--- src/rtl/perf_counter_readout_engine.sv ---
// Performance-counter readout initiator: sweeps masked stat addresses over the comm interface and streams words on valid/ready.
// Define READOUT_CHECKSUM_EN to append an XOR checksum word (addr 5'h1F) to every sweep.
module perf_counter_readout_engine #(
   parameter logic [31:0] ADDR_MASK  = 32'h000F_BFFF,
   parameter int          RD_LATENCY = 2
) (
   input  logic        clock_i,
   input  logic        reset_i,
   input  logic        start_i,
   input  logic        count_en_i,
   input  logic        freeze_i,
   output logic [31:0] comm_o,
   input  logic [31:0] comm_i,
   output logic [31:0] word_o,
   output logic [4:0]  addr_o,
   output logic        valid_o,
   input  logic        ready_i,
   output logic        last_o,
   output logic        busy_o,
   output logic        done_o
);

   localparam int CW = (RD_LATENCY > 1) ? $clog2(RD_LATENCY) : 1;
   localparam logic [CW-1:0] CNT_LOAD = CW'(RD_LATENCY - 1);

   // {found, index} of the lowest set mask bit
   function automatic logic [5:0] first_set(input logic [31:0] m);
      logic [5:0] r;
      r = '0;
      for (int i = 31; i >= 0; i--) begin
         if (m[i]) r = {1'b1, 5'(i)};
      end
      return r;
   endfunction

   localparam logic [5:0] FIRST = first_set(ADDR_MASK);

   typedef enum logic [2:0] {S_IDLE, S_SETTLE, S_PUSH, S_CSUM, S_DONE} state_t;

   state_t          r_state, w_next_state;
   logic [4:0]      r_addr;
   logic [CW-1:0]   r_cnt;
   logic [31:0]     r_word;
   logic [4:0]      r_addr_o;
   logic            r_valid;
   logic            r_last;
   logic            w_has_next;
   logic [4:0]      w_next_addr;
   logic            w_cnt_en;
`ifdef READOUT_CHECKSUM_EN
   logic [31:0]     r_acc;
`endif

   // Lowest set mask bit strictly above the current index; no wrap past 31
   always_comb begin
      w_has_next  = 1'b0;
      w_next_addr = '0;
      for (int i = 31; i >= 0; i--) begin
         if (ADDR_MASK[i] && (i > int'(r_addr))) begin
            w_has_next  = 1'b1;
            w_next_addr = 5'(i);
         end
      end
   end

   always_ff @(posedge clock_i or posedge reset_i) begin
      if (reset_i) r_state <= S_IDLE;
      else         r_state <= w_next_state;
   end

   always_comb begin
      w_next_state = r_state;
      case (r_state)
         S_IDLE: begin
            if (start_i) begin
               if (FIRST[5]) w_next_state = S_SETTLE;
`ifdef READOUT_CHECKSUM_EN
               else          w_next_state = S_CSUM;
`else
               else          w_next_state = S_DONE;
`endif
            end
         end
         S_SETTLE: if (r_cnt == '0) w_next_state = S_PUSH;
         S_PUSH: begin
            if (ready_i) begin
               if (w_has_next) w_next_state = S_SETTLE;
`ifdef READOUT_CHECKSUM_EN
               else            w_next_state = S_CSUM;
`else
               else            w_next_state = S_DONE;
`endif
            end
         end
`ifdef READOUT_CHECKSUM_EN
         S_CSUM: if (r_valid && ready_i) w_next_state = S_DONE;
`endif
         S_DONE:  w_next_state = S_IDLE;
         default: w_next_state = S_IDLE;
      endcase
   end

   always_comb begin
      busy_o   = (r_state != S_IDLE);
      done_o   = (r_state == S_DONE);
      w_cnt_en = count_en_i & ~(freeze_i & busy_o);
      comm_o   = {7'b0, w_cnt_en, 19'b0, r_addr};
   end

   always_ff @(posedge clock_i or posedge reset_i) begin
      if (reset_i) begin
         r_addr   <= '0;
         r_cnt    <= '0;
         r_word   <= '0;
         r_addr_o <= '0;
         r_valid  <= 1'b0;
         r_last   <= 1'b0;
`ifdef READOUT_CHECKSUM_EN
         r_acc    <= '0;
`endif
      end else begin
         case (r_state)
            S_IDLE: begin
               if (start_i) begin
`ifdef READOUT_CHECKSUM_EN
                  r_acc <= '0;
`endif
                  if (FIRST[5]) begin
                     r_addr <= FIRST[4:0];
                     r_cnt  <= CNT_LOAD;
                  end
               end
            end
            S_SETTLE: begin
               if (r_cnt == '0) begin
                  r_word   <= comm_i;
                  r_addr_o <= r_addr;
                  r_valid  <= 1'b1;
`ifdef READOUT_CHECKSUM_EN
                  r_last   <= 1'b0;
`else
                  r_last   <= ~w_has_next;
`endif
               end else begin
                  r_cnt <= r_cnt - 1'b1;
               end
            end
            S_PUSH: begin
               if (ready_i) begin
                  r_valid <= 1'b0;
                  r_last  <= 1'b0;
`ifdef READOUT_CHECKSUM_EN
                  r_acc   <= r_acc ^ r_word;
`endif
                  if (w_has_next) begin
                     r_addr <= w_next_addr;
                     r_cnt  <= CNT_LOAD;
                  end
               end
            end
`ifdef READOUT_CHECKSUM_EN
            // First CSUM cycle loads the accumulator (already holding the last word)
            S_CSUM: begin
               if (!r_valid) begin
                  r_word   <= r_acc;
                  r_addr_o <= 5'h1F;
                  r_last   <= 1'b1;
                  r_valid  <= 1'b1;
               end else if (ready_i) begin
                  r_valid  <= 1'b0;
                  r_last   <= 1'b0;
               end
            end
`endif
            default: ;
         endcase
      end
   end

   assign word_o  = r_word;
   assign addr_o  = r_addr_o;
   assign valid_o = r_valid;
   assign last_o  = r_last;

endmodule

--- config.mk ---
export PLATFORM = sky130hd
export DESIGN_NAME = perf_counter_readout_engine
export DESIGN_NICKNAME = d
export VERILOG_FILES = /design/src/rtl/perf_counter_readout_engine.sv
export SDC_FILE = /design/constraint.sdc
export NUM_CORES = 1
export LEC_CHECK = 0
export ABC_AREA = 1
export BUFFER_PORTS_ARGS = -buffer_cell sky130_fd_sc_hd__buf_2
export CAP_MARGIN = 20
export CORE_ASPECT_RATIO = 0.75
export CORE_UTILIZATION = 42
export DETAILED_ROUTE_END_ITERATION = 7
export GPL_ROUTABILITY_DRIVEN = 0
export PLACE_DENSITY = 0.77
export SETUP_SLACK_MARGIN = 0.2
export SLEW_MARGIN = 20
export SYNTH_ARGS = -nofsm -noshare
export SYNTH_HDL_FRONTEND = slang
export SYNTH_SLANG_ARGS = --single-unit
export TNS_END_PERCENT = 30
--- constraint.sdc ---
create_clock -name clock_i -period 1.6 [get_ports clock_i]
set_input_delay 0.32 -clock clock_i [delete_from_list [all_inputs] [get_ports clock_i]]
set_output_delay 0.32 -clock clock_i [all_outputs]
set_load 0.05 [all_outputs]
# After elaboration in Yosys (flattened, before gate mapping)
# Index checks and enable logic that the tools add are counted.
dict set report op_classes {
  n_addsub 1
  n_mul 0
  div 0
  n_lt_le_gt_ge 18
  eq_ne 7
  shift 0
  muxes 55
  bitwise_logic 5
  n_reduce_logical 10
}
# operator n
set ops {}
lappend ops {{$mux W5} 21}
lappend ops {{$gt A4 B5 Y1 const A} 7}
lappend ops {{$mux W1} 25}
lappend ops {{$gt A3 B5 Y1 const A} 4}
lappend ops {{$gt A5 B5 Y1 const A} 4}
lappend ops {{$mux W3} 4}
lappend ops {{$gt A2 B5 Y1 const A} 2}
lappend ops {{$pmux W5 S2} 1}
lappend ops {{$pmux W3 S3} 1}
lappend ops {{$ne A2 B2 Y1 const B} 4}
lappend ops {{$reduce_and A4 Y1} 2}
lappend ops {{$reduce_and A3 Y1} 2}
lappend ops {{$reduce_bool A3 Y1} 2}
lappend ops {{$gt A1 B5 Y1 const A} 1}
lappend ops {{$pmux W1 S2} 2}
lappend ops {{$reduce_bool A2 Y1} 2}
lappend ops {{$eq A3 B1 Y1 const B} 1}
lappend ops {{$eq A3 B2 Y1 const B} 1}
lappend ops {{$eq A3 B3 Y1 const B} 1}
lappend ops {{$logic_not A3 Y1} 1}
lappend ops {{$not A1 Y1} 3}
lappend ops {{$pmux W1 S3} 1}
lappend ops {{$and A1 B1 Y1} 2}
lappend ops {{$reduce_and A2 Y1} 1}
lappend ops {{$sub A1 B1 Y1 const B} 1}
dict set report word_totals {
  register_bits 48
  latch_bits 0
  ram_bits 0
  mem_bits_ro 0
  elab_cells 103
  n_memories 0
}

# Longest topological paths before layout
# Gate-level depths: netlist of run 1.
dict set report depth {
  word_depth 22
  depth_mapped 15
  mapped_depth_nobuf 15
}

# Least setup slack after synthesis of run 1
# OpenSTA, ideal clock, no wires.
dict set report synth_path {
  path_type {reg2out}
  startpoint {register r_state[0]}
  endpoint {output port done_o}
  t_arrival_ns 1.595
  path_slack_ns -0.315
  stages_incl_launch_ff 2
  cell_sequence {dfrtp_1 nor3b_1}
}
dict set report synth_via {
  elab_chain_len 1
}
# item line
set synth_rtl {}
lappend synth_rtl {{start, declared} 40} ;# state_t r_state, w_next_state;
lappend synth_rtl {{start signal, assigned} 68} ;# else r_state <= w_next_state;
lappend synth_rtl {{$eq A3 B3 Y1} 105} ;# done_o = (r_state == S_DONE);
lappend synth_rtl {{end, declared} 20} ;# output logic done_o
# No other way between the ends.

# Worst setup path in the final report of run 1
dict set report layout_path {
  startpoint {register r_state[2]}
  endpoint {register r_addr[4]}
}
dict set report layout_via {
  elab_chain_len 3
}
# item line
set layout_rtl {}
lappend layout_rtl {{$eq A3 B2 Y1 or $logic_not A3 Y1 (tied branches)} 122} ;# case (r_state)
lappend layout_rtl {{$ne A2 B2 Y1 (no source line) or $reduce_bool A2 Y1 (tied branches)} -}
lappend layout_rtl {{$reduce_and A4 Y1 (no source line)} -}
lappend layout_rtl {{end signal, assigned} 129} ;# r_addr <= FIRST[4:0];
lappend layout_rtl {{end signal, assigned} 156} ;# r_addr <= w_next_addr;
lappend layout_rtl {{end, declared} 41} ;# logic [4:0] r_addr;
# Several ways; a longest one is shown, not always the timed one.
# A chain may end at the register's enable or synchronous reset.

==> results of run 1 <==
## cell type report
class / instances / area, µm² / area share (%)
Clock inverter: 1 / 7.507 / 0.2234
Clock buffer: 7 / 86.33 / 2.569
Inverter: 22 / 91.34 / 2.718
Tap cell: 72 / 90.09 / 2.681
Multi-Input combinational cell: 141 / 1030 / 30.64
Sequential cell: 48 / 1210 / 36.00
Timing Repair Buffer: 119 / 845.8 / 25.17
## flip-flops by register name, indices dropped and copies added, names as in the netlist
signal	flops
addr_o	5
last_o	1
r_addr	5
r_cnt	1
r_state	3
valid_o	1
word_o	32
## path summary, 6_finish.rpt
kind                            startpoint    endpoint  cells past startpoint
worst max-delay path            r_state[2]   r_addr[4]                     13
worst min-delay path               reset_i  word_o[10]                      2
worst max register to register  r_state[2]   r_addr[4]                     13
worst min register to register   addr_o[0]   addr_o[0]                      2
max in group asynchronous          reset_i  r_state[1]                      3
min in group clock_i            comm_i[24]  word_o[24]                      2
## kinds of logic (layout without fill, tap and decap cells)
logic type,Yosys count,after routing
AO/OA/AOI/OAI,24,24
buffers and inverters,53,149
flip-flops,48,48
multiplexers,33,33
other,1,26
AND/OR/NAND/NOR,58,58
## power breakdown
group	internal (µW)	switching, µW
sequential	1740	313
combinational	1880	3160
clock	352	412
total	3970	3880
## placed cells by master, fill, tap and decap left out, types with 5 or more instances in the layout
cell,instances
sky130_fd_sc_hd__o21ai_0,7
sky130_fd_sc_hd__buf_6,8
sky130_fd_sc_hd__mux2_4,11
sky130_fd_sc_hd__dfrtp_1,41
sky130_fd_sc_hd__buf_4,22
sky130_fd_sc_hd__dfrtp_2,7
sky130_fd_sc_hd__nand2_1,28
sky130_fd_sc_hd__nand2_2,5
sky130_fd_sc_hd__nor2_1,8
sky130_fd_sc_hd__clkbuf_8,6
sky130_fd_sc_hd__buf_2,80
sky130_fd_sc_hd__mux2_2,22
sky130_fd_sc_hd__inv_1,15
sky130_fd_sc_hd__conb_1,26
## repair_timing
action                     4_1_cts  5_1_grt
resized for setup               20       29
pin swaps                        3        7
setup buffers                    5        7
setup endpoints to repair       45       53
cloned                           2        1
## worst max-delay path, cell delays in order, from the launching register on
cell and delay [ps]:
sky130_fd_sc_hd__dfrtp_1 410, sky130_fd_sc_hd__buf_6 130, sky130_fd_sc_hd__nor2_4 80, sky130_fd_sc_hd__inv_2 50
sky130_fd_sc_hd__nor2_4 110, sky130_fd_sc_hd__inv_2 50, sky130_fd_sc_hd__or2_4 270, sky130_fd_sc_hd__o21ai_4 80
sky130_fd_sc_hd__nor2_4 70, sky130_fd_sc_hd__nand2_4 80, sky130_fd_sc_hd__buf_6 100, sky130_fd_sc_hd__inv_4 30
sky130_fd_sc_hd__nand4_1 70, sky130_fd_sc_hd__o21ai_1 90
## per-stage QoR
stage          instances  worst slack (ps)  TNS [ps]  instance area, µm²
2_1_floorplan        242             65.67         0                2445
3_3_place_gp         387             87.17         0                2922
3_5_place_dp         387             44.79         0                2922
4_1_cts              402            -72.19    -294.9                3191
5_1_grt              410            -234.1     -1968                3361
6_report             410            -143.4    -979.8                3361
## layer usage
metal | wire, µm | vias up | part of all wire (%)
met4 | 93 | 0 | 1.6
li1 | - | 902 | -
met2 | 2699 | 102 | 47
met3 | 439 | 10 | 7.6
met5 | 0 | - | 0
met1 | 2521 | 918 | 44
==> tab_implementation.tex, run 1 <==
\begin{tabular}{lr}
\hline
Metric & Value \\
\hline
\multicolumn{2}{l}{\textbf{STA}} \\
\quad Final-report setup violation count & 12 \\
\quad Slew Viols, Final & 0 \\
\quad Post-Route Skew & 5.365 ps \\
\quad Unrepaired setup endpoints after global routing & true \\
\quad Maximum clock frequency & 0.5736 GHz \\
\quad Number of hold violations in the final report & 0 \\
\quad Final hold slack & 8.277 ps \\
\quad Final critical-path required period & between 1500 and 2000 ps \\
\quad Final Cycle Share & 109.0\% \\
\quad Worst-case setup margin in the final layout & -143.4 ps \\
\multicolumn{2}{l}{\textbf{Clocking}} \\
\quad CTS tree & done \\
\quad Insertion delay to the later sink of the worst-skew pair & 310 ps \\
\quad CTS Buf Count & 5 \\
\quad \# H-tree levels & 2 \\
\quad CTS Hold Bufs & 0 \\
\quad Max Buffers Root-to-Sink & 2 \\
\quad TritonCTS sink count & 48 \\
\quad Master cell of the clock root buffer & sky130\_fd\_sc\_hd\_\_clkbuf\_8 \\
\quad Clock-pin transition on the worst setup and hold timing paths & approximately 90 ps \\
\multicolumn{2}{l}{\textbf{Outcome}} \\
\quad Status & finished, violations left \\
\quad Violated checks & negative setup slack \\
\multicolumn{2}{l}{\textbf{Power}} \\
\quad Leak Pwr & 0.001747 µW \\
\quad Power consumption & about 7900 µW \\
\quad Highest ir drop seen on vdd & 1.541 mV \\
\quad Power density cells & 2337 nW/µm² \\
\multicolumn{2}{l}{\textbf{Critical path}} \\
\quad Nature of the critical path endpoint & flip-flop \\
\quad Type of element launching the critical path & flip-flop \\
\quad Path type of the worst setup path & reg -> reg \\
\quad Largest driver fanout on the critical path & 4 \\
\quad Reg2Reg Setup Slack & -140 ps \\
\quad Critical path arrival & 1930 ps \\
\quad CP required & between 1500 and 2000 ps \\
\multicolumn{2}{l}{\textbf{Synth}} \\
\quad Post-synthesis register bit count & 48 \\
\quad Share of the synthesized area in the top cell type & 51.95\% \\
\quad Combinational family with the most area after synthesis & multiplexers \\
\quad Post-synthesis area per instance & 10.66 µm² \\
\quad Cell count after synthesis & 217 \\
\quad Number of enable flip-flop cells after synthesis & 0 \\
\quad Share of flip-flops with an asynchronous set or reset after synthesis & 100.0\% \\
\quad Post-synth top area cell & sky130\_fd\_sc\_hd\_\_dfrtp\_1 \\
\quad Synth Area in Simple Gates & 11.85\% \\
\quad Complex-gate fraction of the synthesized area & 6.818\% \\
\quad Share of synthesized area spent on multiplexers & between 10\% and 20\% \\
\quad Yosys Warn Count & 0 \\
\quad Sequential-to-total area share from yosys stat & between 50\% and 60\% \\
\quad Leading cell type by number of instances after synthesis & sky130\_fd\_sc\_hd\_\_dfrtp\_1 \\
\quad Most frequent cells after synthesis & 48 x sky130\_fd\_sc\_hd\_\_dfrtp\_1, 33 x sky130\_fd\_sc\_hd\_\_mux2\_2, 33 x sky130\_fd\_sc\_hd\_\_nand2\_1 \\
\quad Post-Synth Adder-Cell Area & 0\% \\
\quad Unique masters post-synth & 32 \\
\quad Post-synthesis share of cell area spent on xor and xnor gates & 0\% \\
\quad Most used flip-flop cell after synthesis & sky130\_fd\_sc\_hd\_\_dfrtp\_1 \\
\quad Biggest area contributors in the synthesized netlist & sky130\_fd\_sc\_hd\_\_dfrtp\_1 52\%, sky130\_fd\_sc\_hd\_\_mux2\_2 16\%, sky130\_fd\_sc\_hd\_\_buf\_4 8.8\%, sky130\_fd\_sc\_hd\_\_nand2\_1 5.4\%, sky130\_fd\_sc\_hd\_\_inv\_1 3.1\% \\
\quad Post-synthesis instance area & 2312 µm² \\
\multicolumn{2}{l}{\textbf{Final layout}} \\
\quad Area added between synthesis and finish & 45.35\% \\
\quad Fraction of layout instances using a drive strength above 1 & 58.88\% \\
\quad Net count reported at finish & 375 \\
\quad Fill count & 385 \\
\quad Antenna fix cells & 0 \\
\quad Core Util, Final & about two thirds \\
\multicolumn{2}{l}{\textbf{Detailed routing}} \\
\quad Via count & 1932 \\
\quad DRC & 0 \\
\quad Length of the first detailed-routing pass in iterations & 4 \\
\quad Number of design-rule violations left by the first detailed-router iteration & 130 \\
\quad Via count normalized by instance count & 4.712 \\
\quad Drt total wl & 5753 µm \\
\quad Routed wire per std cell & 14.03 µm \\
\quad Antenna-violating nets left & 0 \\
\multicolumn{2}{l}{\textbf{Global route}} \\
\quad Pin count of the biggest net entering global routing & 32 \\
\quad Overflow after GRT & 0 \\
\quad GR met3 Demand/Resource & under 10\% \\
\quad Number of global-route vias before repair & 1856 \\
\quad Met2 routing resource usage after global routing & 33.40\% \\
\quad Highest-utilization routing layer at the global route stage & met2 \\
\quad Wire length of the first global-routing pass & 8638 µm \\
\quad GRT Util Overall & about a fifth \\
\quad Antenna violations before repair & 0 \\
\quad Met1 layer usage reported by global route & about a quarter \\
\multicolumn{2}{l}{\textbf{Job}} \\
\quad Max-capacitance violation count & 0 \\
\multicolumn{2}{l}{\textbf{Die}} \\
\quad Die area & 5809 µm² \\
\quad I/O pin count & around 110 \\
\quad Starting Density & 45.41\% \\
\quad Cell Rows & 22 \\
\quad Core region area & 5092 µm² \\
\quad Die span in y & $\sim$66 µm \\
\quad Die Wd & 87.68 µm \\
\multicolumn{2}{l}{\textbf{Worst hold path}} \\
\quad Worst hold path type & in -> async \\
\multicolumn{2}{l}{\textbf{Place}} \\
\quad Number of buffers inserted by port buffering & 84 \\
\quad Hpwl dp & 3666 µm \\
\hline
\end{tabular}
Power figures use the tool's default switching activity.
==> run 2, diff against run 1 <==
--- a/config.mk
+++ b/config.mk
@@ -6,7 +6,7 @@
 export NUM_CORES = 1
 export LEC_CHECK = 0
 export ABC_AREA = 1
-export BUFFER_PORTS_ARGS = -buffer_cell sky130_fd_sc_hd__buf_2
+export BUFFER_PORTS_ARGS = -buffer_cell sky130_fd_sc_hd__clkbuf_2
 export CAP_MARGIN = 20
 export CORE_ASPECT_RATIO = 0.75
 export CORE_UTILIZATION = 42
==> run 2 against run 1 <==
Effect of this change: the flow still finishes with violations (negative setup slack); utilization rose by 0.91 points; hold slack gained 3.2 ps; register-to-register slack is essentially flat; power increased by 2.1%; flip-flop and latch count stayed put; count of clock-buffer cells in the layout fell by 1; via count up 0.26%; die area did not move; non-clock buffer count fell by 1; first-iteration DRC count is 0.77% lower; cell area grew 1.4%; setup slack gained 15 ps.
==> tab_implementation.tex, run 2 (same netlist as run 1, synthesis figures left out) <==
\begin{tabular}{lr}
\hline
Metric & Value \\
\hline
\multicolumn{2}{l}{\textbf{Die}} \\
\quad Core region area & 5092 µm² (unchanged) \\
\quad Die area & 5809 µm² (unchanged) \\
\quad Die Wd & 87.68 µm (unchanged) \\
\quad Die span in y & 66.26 µm (unchanged) \\
\quad Cell Rows & 22 (unchanged) \\
\quad Starting Density & 45.41\% (unchanged) \\
\quad I/O pin count & 111 (unchanged) \\
\multicolumn{2}{l}{\textbf{Detailed routing}} \\
\quad Via count & 1937 (+0.26\%) \\
\quad Routed wire per std cell & 14.54 µm (+3.6\%) \\
\quad Number of design-rule violations left by the first detailed-router iteration & 129 (-0.77\%) \\
\quad Drt total wl & 5948 µm (+3.4\%) \\
\quad Length of the first detailed-routing pass in iterations & 4 (unchanged) \\
\quad DRC & 0 (unchanged) \\
\quad Via count normalized by instance count & 4.736 (+0.50\%) \\
\quad Antenna-violating nets left & 0 (unchanged) \\
\multicolumn{2}{l}{\textbf{Critical path}} \\
\quad Cell with the biggest individual delay on the critical path & sky130\_fd\_sc\_hd\_\_dfrtp\_1 \\
\quad Nature of the critical path endpoint & flip-flop \\
\quad Path type of the worst setup path & reg -> reg \\
\quad Reg2reg start & r\_state[2] \\
\quad Launch point of the worst path & r\_state[2] \\
\quad Type of element launching the critical path & flip-flop \\
\quad Family with the most delay on the worst path & simple AND/OR/NAND/NOR gates \\
\quad Critical path arrival & 1910 ps (-20 ps) \\
\quad Most repeated library cell on the critical path & sky130\_fd\_sc\_hd\_\_nor2\_4 \\
\quad Series of cell instances along the critical path & buf\_6 -> nor2\_4 -> inv\_2 -> nor2\_4 -> inv\_2 -> or2\_4 -> o21ai\_4 -> nor2\_4 -> nand2\_4 -> buf\_6 -> buf\_4 -> nand2\_2 -> o41ai\_2 \\
\quad CP Buf/Inv Count & 5 (unchanged) \\
\quad CP required & 1780 ps (about the same) \\
\quad Worst stage delay on the critical path & 410 ps (about the same) \\
\quad Largest driver fanout on the critical path & 3 (-1) \\
\multicolumn{2}{l}{\textbf{Global route}} \\
\quad GRT Util Overall & 18.41\% (-1.5 points) \\
\quad Number of global-route vias before repair & 1858 (+0.11\%) \\
\quad Wire length of the first global-routing pass & 8107 µm (-6.1\%) \\
\quad Pin count of the biggest net entering global routing & 24 (-25\%) \\
\quad Overflow after GRT & 0 (unchanged) \\
\quad Antenna violations before repair & 0 (unchanged) \\
\multicolumn{2}{l}{\textbf{Clocking}} \\
\quad Insertion delay to the later sink of the worst-skew pair & 300 ps (about the same) \\
\quad Clock-pin transition on the worst setup and hold timing paths & 90 ps (about the same) \\
\quad Master cell of the clock root buffer & sky130\_fd\_sc\_hd\_\_clkbuf\_8 \\
\quad CTS Buf Count & 5 (unchanged) \\
\quad Max Buffers Root-to-Sink & 2 (unchanged) \\
\quad CTS tree & done \\
\quad \# H-tree levels & 2 (unchanged) \\
\quad TritonCTS sink count & 48 (unchanged) \\
\multicolumn{2}{l}{\textbf{Outcome}} \\
\quad Violated checks & negative setup slack \\
\quad Status & finished, violations left \\
\multicolumn{2}{l}{\textbf{Final layout}} \\
\quad Commonest cells after routing, fill and taps aside & 78 x sky130\_fd\_sc\_hd\_\_clkbuf\_2, 41 x sky130\_fd\_sc\_hd\_\_dfrtp\_1, 31 x sky130\_fd\_sc\_hd\_\_mux2\_4 \\
\quad Register area & 1210 µm² (unchanged) \\
\quad Antenna fix cells & 0 (unchanged) \\
\quad Net count reported at finish & 374 (-0.27\%) \\
\quad Flip-flop count of the largest register, all copies and words added & 32 (unchanged) \\
\quad Most common cell after layout, fill and taps aside & sky130\_fd\_sc\_hd\_\_clkbuf\_2 \\
\quad Fraction of layout instances using a drive strength above 1 & 58.75\% (-0.12 points) \\
\quad Footprint of the multi-input gates & 1106 µm² (+7.4\%) \\
\quad Area added between synthesis and finish & 47.35\% \\
\quad Final instance count without filler cells & 409 (-0.24\%) \\
\quad Fill count & 387 (+0.52\%) \\
\multicolumn{2}{l}{\textbf{Place}} \\
\quad Hpwl dp & 3819 µm (+4.2\%) \\
\quad Placed Instances & 386 (-0.26\%) \\
\quad Number of buffers inserted by port buffering & 84 (unchanged) \\
\multicolumn{2}{l}{\textbf{STA}} \\
\quad Slew Viols, Final & 0 (unchanged) \\
\quad Final-report setup violation count & 8 (-4) \\
\quad Unrepaired setup endpoints after global routing & true \\
\quad Worst-case setup margin in the final layout & -128.7 ps (+14.74 ps) \\
\quad Maximum clock frequency & 0.5785 GHz (+0.85\%) \\
\quad Final critical-path required period & 1729 ps (-14.74 ps) \\
\quad Final TNS setup & -549.9 ps (+430.0 ps) \\
\quad Number of hold violations in the final report & 0 (unchanged) \\
\quad Post-Route Skew & 7.811 ps (+2.447 ps) \\
\quad Final Cycle Share & 108.0\% (-0.92 points) \\
\multicolumn{2}{l}{\textbf{Power}} \\
\quad Share of total power in sequential cells & 26.3\% (about the same) \\
\quad Highest ir drop seen on vdd & 1.393 mV (-9.6\%) \\
\quad Power consumption & 8021 µW (+2.1\%) \\
\quad Combinational share of power & 62.8\% (-1.3 points) \\
\quad Power density cells & 2354 nW/µm² (+0.72\%) \\
\quad Power share of the clock group & 10.9\% (+1.2 points) \\
\quad Leak Pwr & 0.001847 µW (+5.7\%) \\
\quad Net Switching & 3925 µW (+1.1\%) \\
\quad Switching fraction of total power & 48.93\% (-0.47 points) \\
\quad Internal power contribution & 4096 µW (+3.1\%) \\
\multicolumn{2}{l}{\textbf{Job}} \\
\quad Max-capacitance violation count & 0 (unchanged) \\
\multicolumn{2}{l}{\textbf{Worst hold path}} \\
\quad Worst hold path type & in -> async \\
\hline
\end{tabular}
[run 2: cell types whose count changed in the layout (fill, tap and decap cells not counted), moves of 2 or more]
cell / before / now
sky130_fd_sc_hd__buf_2: 80 / 1
sky130_fd_sc_hd__clkbuf_2: 0 / 78
sky130_fd_sc_hd__mux2_2: 22 / 2
sky130_fd_sc_hd__mux2_4: 11 / 31
sky130_fd_sc_hd__buf_8: 2 / 6
sky130_fd_sc_hd__buf_12: 4 / 2
sky130_fd_sc_hd__buf_16: 2 / 0
[run 2: routing by layer]
metal,global-route usage (%),wire length (µm)
met1,23.68,2561
met2,29.88,2974
met3,4.994,366
met4,6.557,46
met5,0,0
[run 2: metrics by stage]
step,util (%),area (µm²),hold WS [ps],setup WS (ps)
finish,66.90,3407,11.52,-128.7
global route,66.90,3407,32.03,-200.9
CTS,61.57,3136,24.57,-111.5
detailed placement,56.98,2902,356.1,-23.23
global placement,56.98,2902,349.2,35.77
floorplan,-,2445,349.5,65.67
[run 2: area by class of cell]
class                   count  share of cell area (%)
clock buffers               6                   2.130
clock inverters             2                   1.028
inverters                  22                   2.681
multi-input cells         141                   32.46
flip-flops and latches     48                   35.51
well taps                  72                   2.644
repair buffers            118                   23.54
[run 2: final timing paths]
| kind | to | cells after the start | slack, ps |
|---|---|---|---|
| max | r_addr[3] | 13 | -130 |
| min | word_o[11] | 2 | 10 |
| max reg2reg | r_addr[3] | 13 | -130 |
| min reg2reg | addr_o[1] | 2 | 500 |
| max in group asynchronous | r_state[0] | 3 | 1100 |
| min in group clock_i | word_o[24] | 2 | 240 |
[run 2: power groups by stage]
| stage | clock network, µW | registers [µW] | logic, µW |
|---|---|---|---|
| 2_1_floorplan | 0 | 3700 | 1510 |
| 3_3_place_gp | 0 | 2040 | 4040 |
| 3_5_place_dp | 0 | 2070 | 4100 |
| 4_1_cts | 877 | 2070 | 4250 |
| 5_1_grt | 924 | 2170 | 5270 |
| 6_report | 874 | 2110 | 5040 |
[run 2: what timing repair did]
item,4_1_cts,5_1_grt
pin swaps,8,12
endpoints found under the setup margin,45,53
cloned,0,1
hold buffers,0,0
setup buffers,9,5
resized for setup,15,63
